## config.mk

```make
export PLATFORM = sky130hd
export DESIGN_NAME = clk_div_bank
export DESIGN_NICKNAME = d
export VERILOG_FILES = /design/src/rtl/clk_div_pkg.sv /design/src/rtl/clk_div_chan.sv /design/src/rtl/clk_div_bank.sv
export SDC_FILE = /design/constraint.sdc
export NUM_CORES = 1
export LEC_CHECK = 0
export BUFFER_PORTS_ARGS = -buffer_cell sky130_fd_sc_hd__buf_2
export CORE_MARGIN = 2
export CORE_UTILIZATION = 60
export CTS_CLUSTER_SIZE = 25
export DETAILED_ROUTE_END_ITERATION = 12
export PLACE_DENSITY_LB_ADDON = 0.08
export REMOVE_ABC_BUFFERS = 1
export SKIP_LAST_GASP = 1
export SLEW_MARGIN = 5
export SYNTH_ARGS = -nofsm -noshare
export SYNTH_HDL_FRONTEND = slang
export SYNTH_SLANG_ARGS = --single-unit
```

## constraint.sdc

```tcl
create_clock -name mclk -period 3.37 [get_ports mclk]
set_input_delay 0.337 -clock mclk [delete_from_list [all_inputs] [get_ports mclk]]
set_output_delay 0.337 -clock mclk [all_outputs]
set_load 0.1 [all_outputs]
```

## src/rtl/clk_div_pkg.sv

```systemverilog
// Shared types and default sizing for the clock divider bank.
package clk_div_pkg;

    // Per-channel divider state.
    typedef enum logic [1:0] {
        IDLE     = 2'd0,
        RUN      = 2'd1,
        STOPPING = 2'd2
    } chan_state_t;

    localparam int DEFAULT_NCH = 4;
    localparam int DEFAULT_DW  = 8;

endpackage : clk_div_pkg

```

## src/rtl/clk_div_chan.sv

```systemverilog
// One 50%-duty clock divider channel with glitch-free start/stop,
// a tick strobe on every bclk rising edge and a bank-wide sync input.
module clk_div_chan
    import clk_div_pkg::*;
#(
    parameter int DW = DEFAULT_DW
) (
    input  logic          mclk,
    input  logic          rst_n,
    input  logic          en_i,
    input  logic [DW-1:0] div_i,
    input  logic          sync_i,
    output logic          bclk_o,
    output logic          tick_o,
    output logic          running_o
);

    chan_state_t   state_q, state_d;
    logic [DW-1:0] cnt_q,   cnt_d;
    logic [DW-1:0] half_q,  half_d;
    logic          bclk_q,  bclk_d;
    logic          tick_q,  tick_d;
    logic          at_edge;

    // The current half-period ends when the counter reaches the latched ratio.
    assign at_edge = (cnt_q == half_q);

    // Next-state logic: sync/start, counting, and the stop handshake.
    always_comb begin
        // NOTE: every signal assigned here gets a default first so no path
        // leaves it unassigned; that is what keeps this block latch-free.
        state_d = state_q;
        cnt_d   = cnt_q;
        half_d  = half_q;
        bclk_d  = bclk_q;
        tick_d  = 1'b0;

        if (sync_i && en_i) begin
            // Realign: start a fresh high phase regardless of current state.
            state_d = RUN;
            cnt_d   = '0;
            half_d  = div_i;
            bclk_d  = 1'b1;
            tick_d  = 1'b1;
        end else begin
            unique case (state_q)
                IDLE: begin
                    if (en_i) begin
                        state_d = RUN;
                        cnt_d   = '0;
                        half_d  = div_i;
                        bclk_d  = 1'b1;
                        tick_d  = 1'b1;
                    end else begin
                        cnt_d  = '0;
                        bclk_d = 1'b0;
                    end
                end
                RUN, STOPPING: begin
                    if (!en_i && !bclk_q) begin
                        // Low phase: stopping here cannot shorten a high phase.
                        state_d = IDLE;
                        cnt_d   = '0;
                    end else begin
                        if (at_edge) begin
                            bclk_d = ~bclk_q;
                            tick_d = ~bclk_q;
                            cnt_d  = '0;
                            half_d = div_i;
                        end else begin
                            cnt_d = cnt_q + 1'b1;
                        end

                        if (en_i) begin
                            state_d = RUN;
                        end else if (at_edge && bclk_q) begin
                            // High phase just completed: park low.
                            state_d = IDLE;
                            cnt_d   = '0;
                        end else begin
                            state_d = STOPPING;
                        end
                    end
                end
                default: begin
                    state_d = IDLE;
                    cnt_d   = '0;
                    bclk_d  = 1'b0;
                end
            endcase
        end
    end

    // State registers; reset truncates the output immediately.
    always_ff @(posedge mclk or negedge rst_n) begin
        if (!rst_n) begin
            state_q <= IDLE;
            cnt_q   <= '0;
            half_q  <= '0;
            bclk_q  <= 1'b0;
            tick_q  <= 1'b0;
        end else begin
            // NOTE: non-blocking assignments so every register samples the
            // pre-edge value of its inputs, independent of statement order.
            state_q <= state_d;
            cnt_q   <= cnt_d;
            half_q  <= half_d;
            bclk_q  <= bclk_d;
            tick_q  <= tick_d;
        end
    end

    assign bclk_o    = bclk_q;
    assign tick_o    = tick_q;
    assign running_o = (state_q != IDLE);

endmodule : clk_div_chan

```

## src/rtl/clk_div_bank.sv

```systemverilog
// Bank of NCH independent clock dividers sharing mclk and a sync pulse.
module clk_div_bank
    import clk_div_pkg::*;
#(
    parameter int NCH = DEFAULT_NCH,
    parameter int DW  = DEFAULT_DW
) (
    input  logic              mclk,
    input  logic              rst_n,
    input  logic [NCH-1:0]    en,
    input  logic [NCH*DW-1:0] div,
    input  logic              sync,
    output logic [NCH-1:0]    bclk,
    output logic [NCH-1:0]    tick,
    output logic [NCH-1:0]    running
);

    // One divider per channel; the top only slices div and fans out sync.
    for (genvar i = 0; i < NCH; i++) begin : g_chan
        clk_div_chan #(
            .DW(DW)
        ) u_chan (
            .mclk      (mclk),
            .rst_n     (rst_n),
            .en_i      (en[i]),
            .div_i     (div[i*DW +: DW]),
            .sync_i    (sync),
            .bclk_o    (bclk[i]),
            .tick_o    (tick[i]),
            .running_o (running[i])
        );
    end

endmodule : clk_div_bank

```

==> out/qor.txt, run 1 <==
MaxCap Viol Count - 0
TritonCTS Sinks - 80
Wire length per cell - 14.1 um
Outcome - finished clean
Initial Util - 61.2%
Lkg Pwr - 2.03 nW
Worst Path Max Fanout - 8
Final Critical Period - 2.09 ns
Reg clk slew, reported paths - 0.08 ns
CTS H-tree depth - 3
Slew Limit Headroom - 34.8%
Fin Setup TNS - 0 ns
ANT cells - 0
CP Class - reg2reg
Startpoint Class - register
Syn_area_per_cell - 10.9 sq um
Initial antenna violation count - 0
# IOs - 51
Global route total overflow - 0
Number of fill cells in the layout - 543
Placement Rows - 30
Synth Instances - 376
Most common cell after layout, fill and taps aside - dfrtp_1
Die width - 86.8 um
DR vias/cell - 5.50
DIE HEIGHT - 86.8 um
Synth cell types - 41
Post-synthesis sequential area ratio - 48.7%
Worst Clk Skew - 0.00964 ns
Yosys warnings - 0
Num CTS Buffers - 9
Max clock buf depth - 2
Clock Latency Late Sink - 0.34 ns
Antenna-violating nets left - 0
Global-route wire length before repair - 12400 um
Final WL - 7090 um
CTS Root Buffer Type - clkbuf_8
Synthesized area - 4110 sq um
Residual DRC count - 0
Hold WS - 0.105 ns
GRT Resource Usage Total - 21.0%
Final net count - 470
Fmax - 0.479 GHz
Worst VDD drop - 0.499 mV
CORE AREA - 6720 sq um
Post-DP HPWL - 5000 um
Critical Path RT - 3.60 ns
Final Cycle Share - 61.9%
Initial DRC Count - 79
CTS tree - built
TritonRoute pass-1 iters - 4
RSZ-0062 raised after global routing - false
Vias - 2771
Largest net degree at the start of global routing - 81
Post-CTS Setup Bufs - 0
CTS-repair resized insts - 0
Min-delay worst type - in2async
Seq cells post-synth - 80
Crit path DAT - 2.31 ns
Power Dens Cells - 972 nW/um^2
Port Buf Inserts - 50
Worst-margin pin slew - 0.977 ns
GP Congestion - 0.885
Vias in the first global route - 2784
Fin. max-slew vios - 0
Die area - 7530 sq um
Most frequent cells in the layout - dfrtp_1 (80), buf_2 (49), xnor2_1 (43)
Final hold viol count - 0
Cts hold-fix bufs - 0
Final setup fails - 0
Crit end category - register
Syn-to-layout area delta - 11.0%
Layout cells sized above 1 - 25.7%
==> power by group <==
part / switching, mW / internal, mW
Sequential: 0.263 / 1.28
Clock: 0.347 / 0.437
Combinational: 1.27 / 0.839
==> Yosys cell counts <==
cell       number  share of area [%]
dfrtp_1        80                 49
xnor2_1        43                9.2
nor2_1         39                3.6
mux2_2         25                6.8
inv_1          21                1.9
nand2_1        21                1.9
a21oi_1        18                2.2
nand3_1        16                1.9
xor2_1         13                2.8
buf_4          12                2.2
ha_1           12                3.7
and3_1          9                1.4
mux2_4          8                2.9
nand4_1         8                1.2
o21ai_0         7               0.85
clkbuf_1        4               0.37
nor2b_1         4               0.61
o31ai_1         3               0.55
or4_1           3               0.55
a21boi_0        2               0.37
a311oi_1        2               0.43
and3_2          2               0.37
nand2b_1        2               0.30
o2111ai_1       2               0.43
o211ai_2        2               0.61
o211ai_4        2                1.0
o21bai_2        2               0.55
a21boi_2        1               0.27
a31oi_1         1               0.15
buf_2           1               0.12
buf_6           1               0.27
clkinv_1        1              0.091
o211ai_1        1               0.18
o21a_1          1               0.18
o21ai_1         1               0.12
o21ai_2         1               0.21
o311a_1         1               0.24
o32ai_1         1               0.21
or2_2           1               0.15
or3_1           1               0.15
or4b_1          1               0.24
==> state kept, by name, summed over array words and instances (netlist names) <==
| name | count |
|---|---|
| g_chan.u_chan.bclk_o | 4 |
| g_chan.u_chan.half_q | 32 |
| g_chan.u_chan.state_q | 8 |
| g_chan.u_chan.tick_o | 4 |
| g_chan.u_chan.cnt_q | 32 |
==> through the flow <==
step | util [%] | setup WS, ns | power, mW | instances | cell area [sq um]
4_1_cts | 67.9 | 1.29 | 4.47 | 504 | 4560
2_1_floorplan | - | 1.20 | 3.28 | 358 | 3990
3_3_place_gp | 64.6 | 1.38 | 3.63 | 488 | 4340
3_5_place_dp | 64.6 | 1.30 | 3.67 | 488 | 4340
6_report | 67.9 | 1.28 | 4.44 | 504 | 4560
5_1_grt | 67.9 | 1.12 | 4.75 | 504 | 4560
==> routing by layer <==
layer / GRT usage (%) / wire, um
met3: 4.67 / 237
met2: 33.0 / 3450
met4: 7.81 / 106
met5: 0 / 0
met1: 28.7 / 3300
==> critical path: stages, from the launching register on <==
cell     delay (ns)
dfrtp_1        0.37
inv_1          0.06
ha_1           0.33
nor2b_1        0.17
o31ai_1        0.23
o21a_1         0.48
mux2_4         0.34
==> cell families after synthesis <==
kind of cell               Yosys count  share of synthesized area [%]
and+or+nand+nor                    107                           12.4
DFF                                 80                           48.7
xor gates and xnor gates            56                           11.9
AOI/OAI and AO/OA                   48                           8.58
buffers and inverters               40                           4.96
muxes                               33                           9.77
adders and majority gates           12                           3.65
==> worst paths after layout <==
| kind | from | endpoint | slack, ns | depth (start not counted) |
|---|---|---|---|---|
| worst max-delay path | g_chan[2].u_chan.state_q[0] | g_chan[2].u_chan.half_q[7] | 1.28 | 6 |
| worst min-delay path | rst_n | g_chan[1].u_chan.cnt_q[3] | 0.10 | 1 |
| worst max register to register | g_chan[2].u_chan.state_q[0] | g_chan[2].u_chan.half_q[7] | 1.28 | 6 |
| worst min register to register | g_chan[0].u_chan.half_q[0] | g_chan[0].u_chan.half_q[0] | 0.53 | 1 |
| max in group asynchronous | rst_n | g_chan[0].u_chan.bclk_o | 2.58 | 1 |
| min in group mclk | div[24] | g_chan[3].u_chan.half_q[0] | 0.22 | 2 |
==> final cells by class <==
cell class	count	area, sq um	area share (%)
Clock buffer	11	141	3.10
Clock inverter	5	80.1	1.75
Inverter	22	82.6	1.81
Multi-Input combinational cell	256	1900	41.7
Sequential cell	80	2000	43.9
Tap cell	80	100	2.19
Timing Repair Buffer	50	253	5.54
(Power assumes the default switching activity.)
==> run 2, diff against run 1 <==
--- a/config.mk
+++ b/config.mk
@@ -5,9 +5,10 @@
 export SDC_FILE = /design/constraint.sdc
 export NUM_CORES = 1
 export LEC_CHECK = 0
+export ABC_AREA = 1
 export BUFFER_PORTS_ARGS = -buffer_cell sky130_fd_sc_hd__buf_2
 export CORE_MARGIN = 2
-export CORE_UTILIZATION = 60
+export CORE_UTILIZATION = 53
 export CTS_CLUSTER_SIZE = 25
 export DETAILED_ROUTE_END_ITERATION = 12
 export PLACE_DENSITY_LB_ADDON = 0.08
==> constraint.sdc (replaced) <==
create_clock -name mclk -period 1.8 [get_ports mclk]
set_input_delay 0.18 -clock mclk [delete_from_list [all_inputs] [get_ports mclk]]
set_output_delay 0.18 -clock mclk [all_outputs]
set_load 0.1 [all_outputs]
==> out/qor.txt, run 2 <==
Max clock buf depth - 2
Synth cell types - 25
Final setup fails - 0
Power Dens Cells - 1820 nW/um^2
Num CTS Buffers - 9
Global route total overflow - 0
Global-route wire length before repair - 15200 um
Final hold viol count - 0
Initial antenna violation count - 0
Worst Clk Skew - 0.00693 ns
DIE HEIGHT - 95.0 um
CTS H-tree depth - 3
Hold WS - 0.0670 ns
Final WL - 8720 um
Synthesized area - 4380 sq um
Worst-margin pin slew - 0.489 ns
Post-CTS Setup Bufs - 0
Final net count - 653
Final Critical Period - 1.71 ns
Clock Latency Late Sink - 0.36 ns
Min-delay worst type - in2reg
Worst path top cell family by delay - buffers and inverters
Placed inst area - 4700 sq um
CTS Root Buffer Type - clkbuf_8
Crit-path cells - inv_1 > ha_1 > inv_1 > buf_2
CP Class - reg2out
Wire length per cell - 12.2 um
Residual DRC count - 0
Reg clk slew, reported paths - 0.09 ns
Async S/R FF share, synth - 100%
Post-route cell area - 4920 sq um
TritonRoute pass-1 iters - 4
Largest net degree at the start of global routing - 61
Post-synth top area share - 45.7%
Synth area leaders - dfrtp_1 (46%), nand2_1 (15%), xnor2_1 (5.2%)
Die width - 95.0 um
Largest area contributor in the netlist - dfrtp_1
Syn-to-layout area delta - 12.3%
CTS tree - built
Startpoint Class - register
Critical Path RT - 1.62 ns
Fin. max-slew vios - 0
Port Buf Inserts - 50
Fmax - 0.584 GHz
CORE AREA - 8130 sq um
DR vias/cell - 5.04
Initial DRC Count - 105
EDFF count, synth - 0
Worst VDD drop - 1.00 mV
Vias in the first global route - 3495
Post-synth top cells - nand2_1 (171), dfrtp_1 (80), inv_1 (56)
GP Congestion - 0.825
Die area - 9020 sq um
Vias - 3588
Crit path DAT - 1.53 ns
Placement Rows - 33
Synth Instances - 549
Antenna-violating nets left - 0
Most frequent CP cell - inv_1
Initial Util - 53.9%
Final Cycle Share - 95.1%
Slew Limit Headroom - 67.6%
Yosys warnings - 0
Fin util - 60.5%
Final worst slack - 0.0873 ns
Worst Path Max Fanout - 4
Seq cells post-synth - 80
# IOs - 51
Outcome - finished clean
Most frequent cell after synthesis - nand2_1
MaxCap Viol Count - 0
Crit end category - output port
Post-DP HPWL - 6570 um
Ys flop type - dfrtp_1
GRT Resource Usage Total - 21.5%
ANT cells - 0
Syn_area_per_cell - 7.99 sq um
TritonCTS Sinks - 80
Pre-CTS setup slack - 0.137 ns
Post-synthesis sequential area ratio - 45.7%
Worst Path Buf+Inv - 3
Most common cell after layout, fill and taps aside - nand2_1
CP peak stage delay - 0.44 ns
RSZ-0062 raised after global routing - false
Lkg Pwr - 2.46 nW
Layout cells sized above 1 - 16.0%
CP max-delay cell - buf_2
Largest registers - g_chan.u_chan.cnt_q x32, g_chan.u_chan.half_q x32, g_chan.u_chan.state_q x8
Most frequent cells in the layout - nand2_1 (171), dfrtp_1 (80), inv_1 (56)
==> run 2: changes by cell type in the layout (fill, tap and decap cells not counted), sizes merged, moves of 5 or more <==
cell,before,now
nand2,21,172
o211ai,5,0
o21ai,9,25
a21oi,18,5
xnor2,43,26
nor2,39,59
inv,21,63
and3,11,0
nand3,16,24
nor3,0,9
buf,50,59
nand4,8,35
mux2,33,0
==> run 2: metal layers <==
| metal | track usage [%] | share of wire, % | vias up |
|---|---|---|---|
| li1 | - | - | 1841 |
| met1 | 28.9 | 48 | 1680 |
| met2 | 34.8 | 47 | 53 |
| met3 | 3.27 | 3.4 | 14 |
| met4 | 8.94 | 1.9 | 0 |
| met5 | 0 | 0 | - |
==> run 2: per-stage QoR <==
| step | TNS, ns | total power, mW | std cells |
|---|---|---|---|
| 6_report | 0 | 8.98 | 712 |
| 5_1_grt | 0 | 9.82 | 712 |
| 4_1_cts | 0 | 9.04 | 712 |
| 2_1_floorplan | -7.35 | 6.51 | 531 |
| 3_5_place_dp | 0 | 7.68 | 695 |
| 3_3_place_gp | 0 | 7.55 | 695 |
==> run 2: final cells by class <==
type                    count  area [sq um]
inverters                  63           236
clock buffers               9           124
clock inverters             7          72.6
fillers                   735          3210
well taps                 105           131
flip-flops and latches     80          2000
multi-input cells         388          2010
repair buffers             60           343
==> run 2: kinds of logic (layout without fill, tap and decap cells) <==
logic type / count (synthesis) / in the layout / synth area share, %
AND/OR/NAND/NOR: 303 / 303 / 30.4
buffers and inverters: 81 / 139 / 8.73
flip-flops: 80 / 80 / 45.7
XOR/XNOR: 37 / 37 / 7.39
AO/OA/AOI/OAI: 36 / 36 / 4.42
adder cells (fa/ha/maj): 12 / 12 / 3.42
==> run 2: power breakdown <==
part / total (mW) / leakage (nW) / internal, mW / switching [mW]
Combinational: 4.73 / 1.33 / 1.45 / 3.28
Sequential: 2.92 / 1.03 / 2.42 / 0.501
Clock: 1.32 / 0.0952 / 0.640 / 0.684
Total: 8.98 / 2.46 / 4.51 / 4.47
==> run 2: tightest hold or removal path: cells and delay by family <==
| kind | cells | cell delay (ns) |
|---|---|---|
| and+or+nand+nor | 2 | 0.14 |
| buffers and inverters | 1 | 0.08 |
==> run 2: repair_timing <==
| action | 4_1_cts | 5_1_grt |
|---|---|---|
| setup endpoints to repair | 0 | 25 |
| hold buffers | 1 | 0 |
| resized for setup | 0 | 4 |
| endpoints found under the hold margin | 20 | 0 |
==> run 2: path summary, 6_finish.rpt <==
path | from | endpoint | slack (ns) | depth (start not counted)
min in group asynchronous | rst_n | g_chan[3].u_chan.bclk_o | 0.24 | 2
max reg2reg | g_chan[3].u_chan.state_q[0] | g_chan[3].u_chan.cnt_q[2] | 0.21 | 8
max in group asynchronous | rst_n | g_chan[0].u_chan.cnt_q[4] | 0.95 | 3
min reg2reg | g_chan[3].u_chan.cnt_q[0] | g_chan[3].u_chan.cnt_q[0] | 0.49 | 1
max | g_chan[2].u_chan.state_q[0] | running[2] | 0.09 | 4
min | div[12] | g_chan[1].u_chan.half_q[4] | 0.07 | 3
==> run 3, diff against run 2 <==
--- a/config.mk
+++ b/config.mk
@@ -7,6 +7,7 @@
 export LEC_CHECK = 0
 export ABC_AREA = 1
 export BUFFER_PORTS_ARGS = -buffer_cell sky130_fd_sc_hd__buf_2
+export CORE_ASPECT_RATIO = 0.7
 export CORE_MARGIN = 2
 export CORE_UTILIZATION = 53
 export CTS_CLUSTER_SIZE = 25
==> out/qor.txt, run 3 (synthesis results as in run 2) <==
Outcome - finished clean
Vias in the first global route - 3589
Slew Limit Headroom - 67.6%
Final net count - 655
Final Critical Period - 1.71 ns
Critical Path RT - 2.02 ns
Startpoint Class - register
Worst-margin pin slew - 0.490 ns
Wire length per cell - 13.2 um
M2 GR Usage - 35.1%
Crit end category - register
Global route total overflow - 0
Vias - 3636
HP Start - div[9]
Post-DP HPWL - 6850 um
CTS Root Buffer Type - clkbuf_16
Final Cycle Share - 94.8%
Num CTS Buffers - 9
Worst VDD drop - 1.29 mV
Initial DRC Count - 260
Post-CTS Setup Bufs - 0
Die area - 9030 sq um
Initial Util - 55.2%
Most frequent CP cell - nand2_1
Fin. max-slew vios - 0
Most common cell after layout, fill and taps aside - nand2_1
Final hold viol count - 0
Clock Latency Late Sink - 0.34 ns
Met1 GRT Util - 31.3%
ANT cells - 0
Fmax - 0.586 GHz
CP peak stage delay - 0.36 ns
CORE AREA - 7940 sq um
Gr busiest metal - met2
Crit-path cells - inv_1 > ha_1 > inv_1 > or2_1 > nand2_1 > inv_2 > nand3_1 > nand2_1 > nand2_1
Number of fill cells in the layout - 672
Syn-to-layout area delta - 15.0%
Min-delay worst type - in2reg
TritonRoute pass-1 iters - 5
# IOs - 51
CTS H-tree depth - 3
Final setup fails - 0
Worst Setup SP - g_chan[3].u_chan.state_q[1]
Power Dens Cells - 1900 nW/um^2
CP max-delay cell - dfrtp_1
Fin Setup TNS - 0 ns
CTS tree - built
Final WL - 9350 um
Worst Path Max Fanout - 10
RSZ-0062 raised after global routing - false
Initial antenna violation count - 0
Max clock buf depth - 2
GP Congestion - 0.838
Met3 GRT Util - 7.02%
Most frequent cells in the layout - nand2_1 (170), dfrtp_1 (80), inv_1 (56)
GRT Resource Usage Total - 22.6%
Largest net degree at the start of global routing - 33
Placed inst area - 4710 sq um
Lkg Pwr - 2.51 nW
Crit path DAT - 1.93 ns
TritonCTS Sinks - 80
Layout cells sized above 1 - 16.4%
Antenna-violating nets left - 0
Post-route cell area - 5040 sq um
Residual DRC count - 0
Reg clk slew, reported paths - 0.06 ns
Reg2reg start - g_chan[3].u_chan.state_q[1]
Global-route wire length before repair - 16200 um
Largest registers - g_chan.u_chan.cnt_q x32, g_chan.u_chan.half_q x32, g_chan.u_chan.state_q x8
DIE HEIGHT - 80.1 um
Die width - 113 um
Placement Rows - 27
DR vias/cell - 5.12
Port Buf Inserts - 50
CP Class - reg2reg
Hold WS - 0.0817 ns
Worst Clk Skew - 0.00615 ns
MaxCap Viol Count - 0
-- run 3: cell count changes in the layout (fill, tap and decap cells not counted), sizes merged --
cell,previous run,this run
buf,59,61
-- run 3: final timing paths --
| kind | to | slack [ns] | cells past startpoint |
|---|---|---|---|
| max in group asynchronous | g_chan[2].u_chan.cnt_q[6] | 0.92 | 3 |
| max reg2reg | g_chan[3].u_chan.half_q[2] | 0.09 | 9 |
| max | g_chan[3].u_chan.half_q[2] | 0.09 | 9 |
| min reg2reg | g_chan[3].u_chan.cnt_q[0] | 0.50 | 1 |
| min | g_chan[1].u_chan.half_q[1] | 0.08 | 3 |
| min in group asynchronous | g_chan[1].u_chan.half_q[4] | 0.33 | 2 |
-- run 3: worst max-delay path: cells and delay by family (launching register included) --
| family | cells | cell delay [ns] |
|---|---|---|
| flip-flops | 1 | 0.36 |
| buffers and inverters | 3 | 0.31 |
| adder cells (fa/ha/maj) | 1 | 0.19 |
| AND/OR/NAND/NOR | 5 | 0.72 |
-- run 3: layout make-up --
class / count / area, sq um / area share (%)
multi-input combinational: 388 / 2020 / 40.1
sequential: 80 / 2000 / 39.7
timing repair buffer: 62 / 358 / 7.10
inverter: 63 / 236 / 4.69
clock buffer: 9 / 225 / 4.47
tap: 101 / 126 / 2.51
clock inverter: 7 / 72.6 / 1.44
-- run 3: what timing repair did --
action                                  CTS  global route
hold endpoints to repair                 29             0
resized for setup                         0             5
hold buffers                              1             0
endpoints found under the setup margin    0            20
-- run 3: per-stage QoR --
stage | worst slack (ns) | util, % | std cells | power [mW]
after global routing | 0.0159 | 63.5 | 710 | 10.4
final | 0.0931 | 63.5 | 710 | 9.58
after CTS | 0.0991 | 63.2 | 710 | 9.59
after floorplan | -0.251 | - | 531 | 6.51
after global placement | 0.147 | 59.4 | 693 | 7.57
after detailed placement | 0.110 | 59.4 | 693 | 7.72
-- run 3: metal layers --
layer | up-vias | wire length [um]
met4 | 0 | 99
met1 | 1676 | 4770
met2 | 100 | 3980
li1 | 1853 | -
met5 | - | 0
met3 | 7 | 505
-- run 3: power breakdown --
part / total (mW) / switching [mW] / internal [mW] / leakage [nW]
clock: 1.83 / 0.754 / 1.07 / 0.141
sequential: 2.95 / 0.518 / 2.43 / 1.03
combinational: 4.81 / 3.35 / 1.46 / 1.34
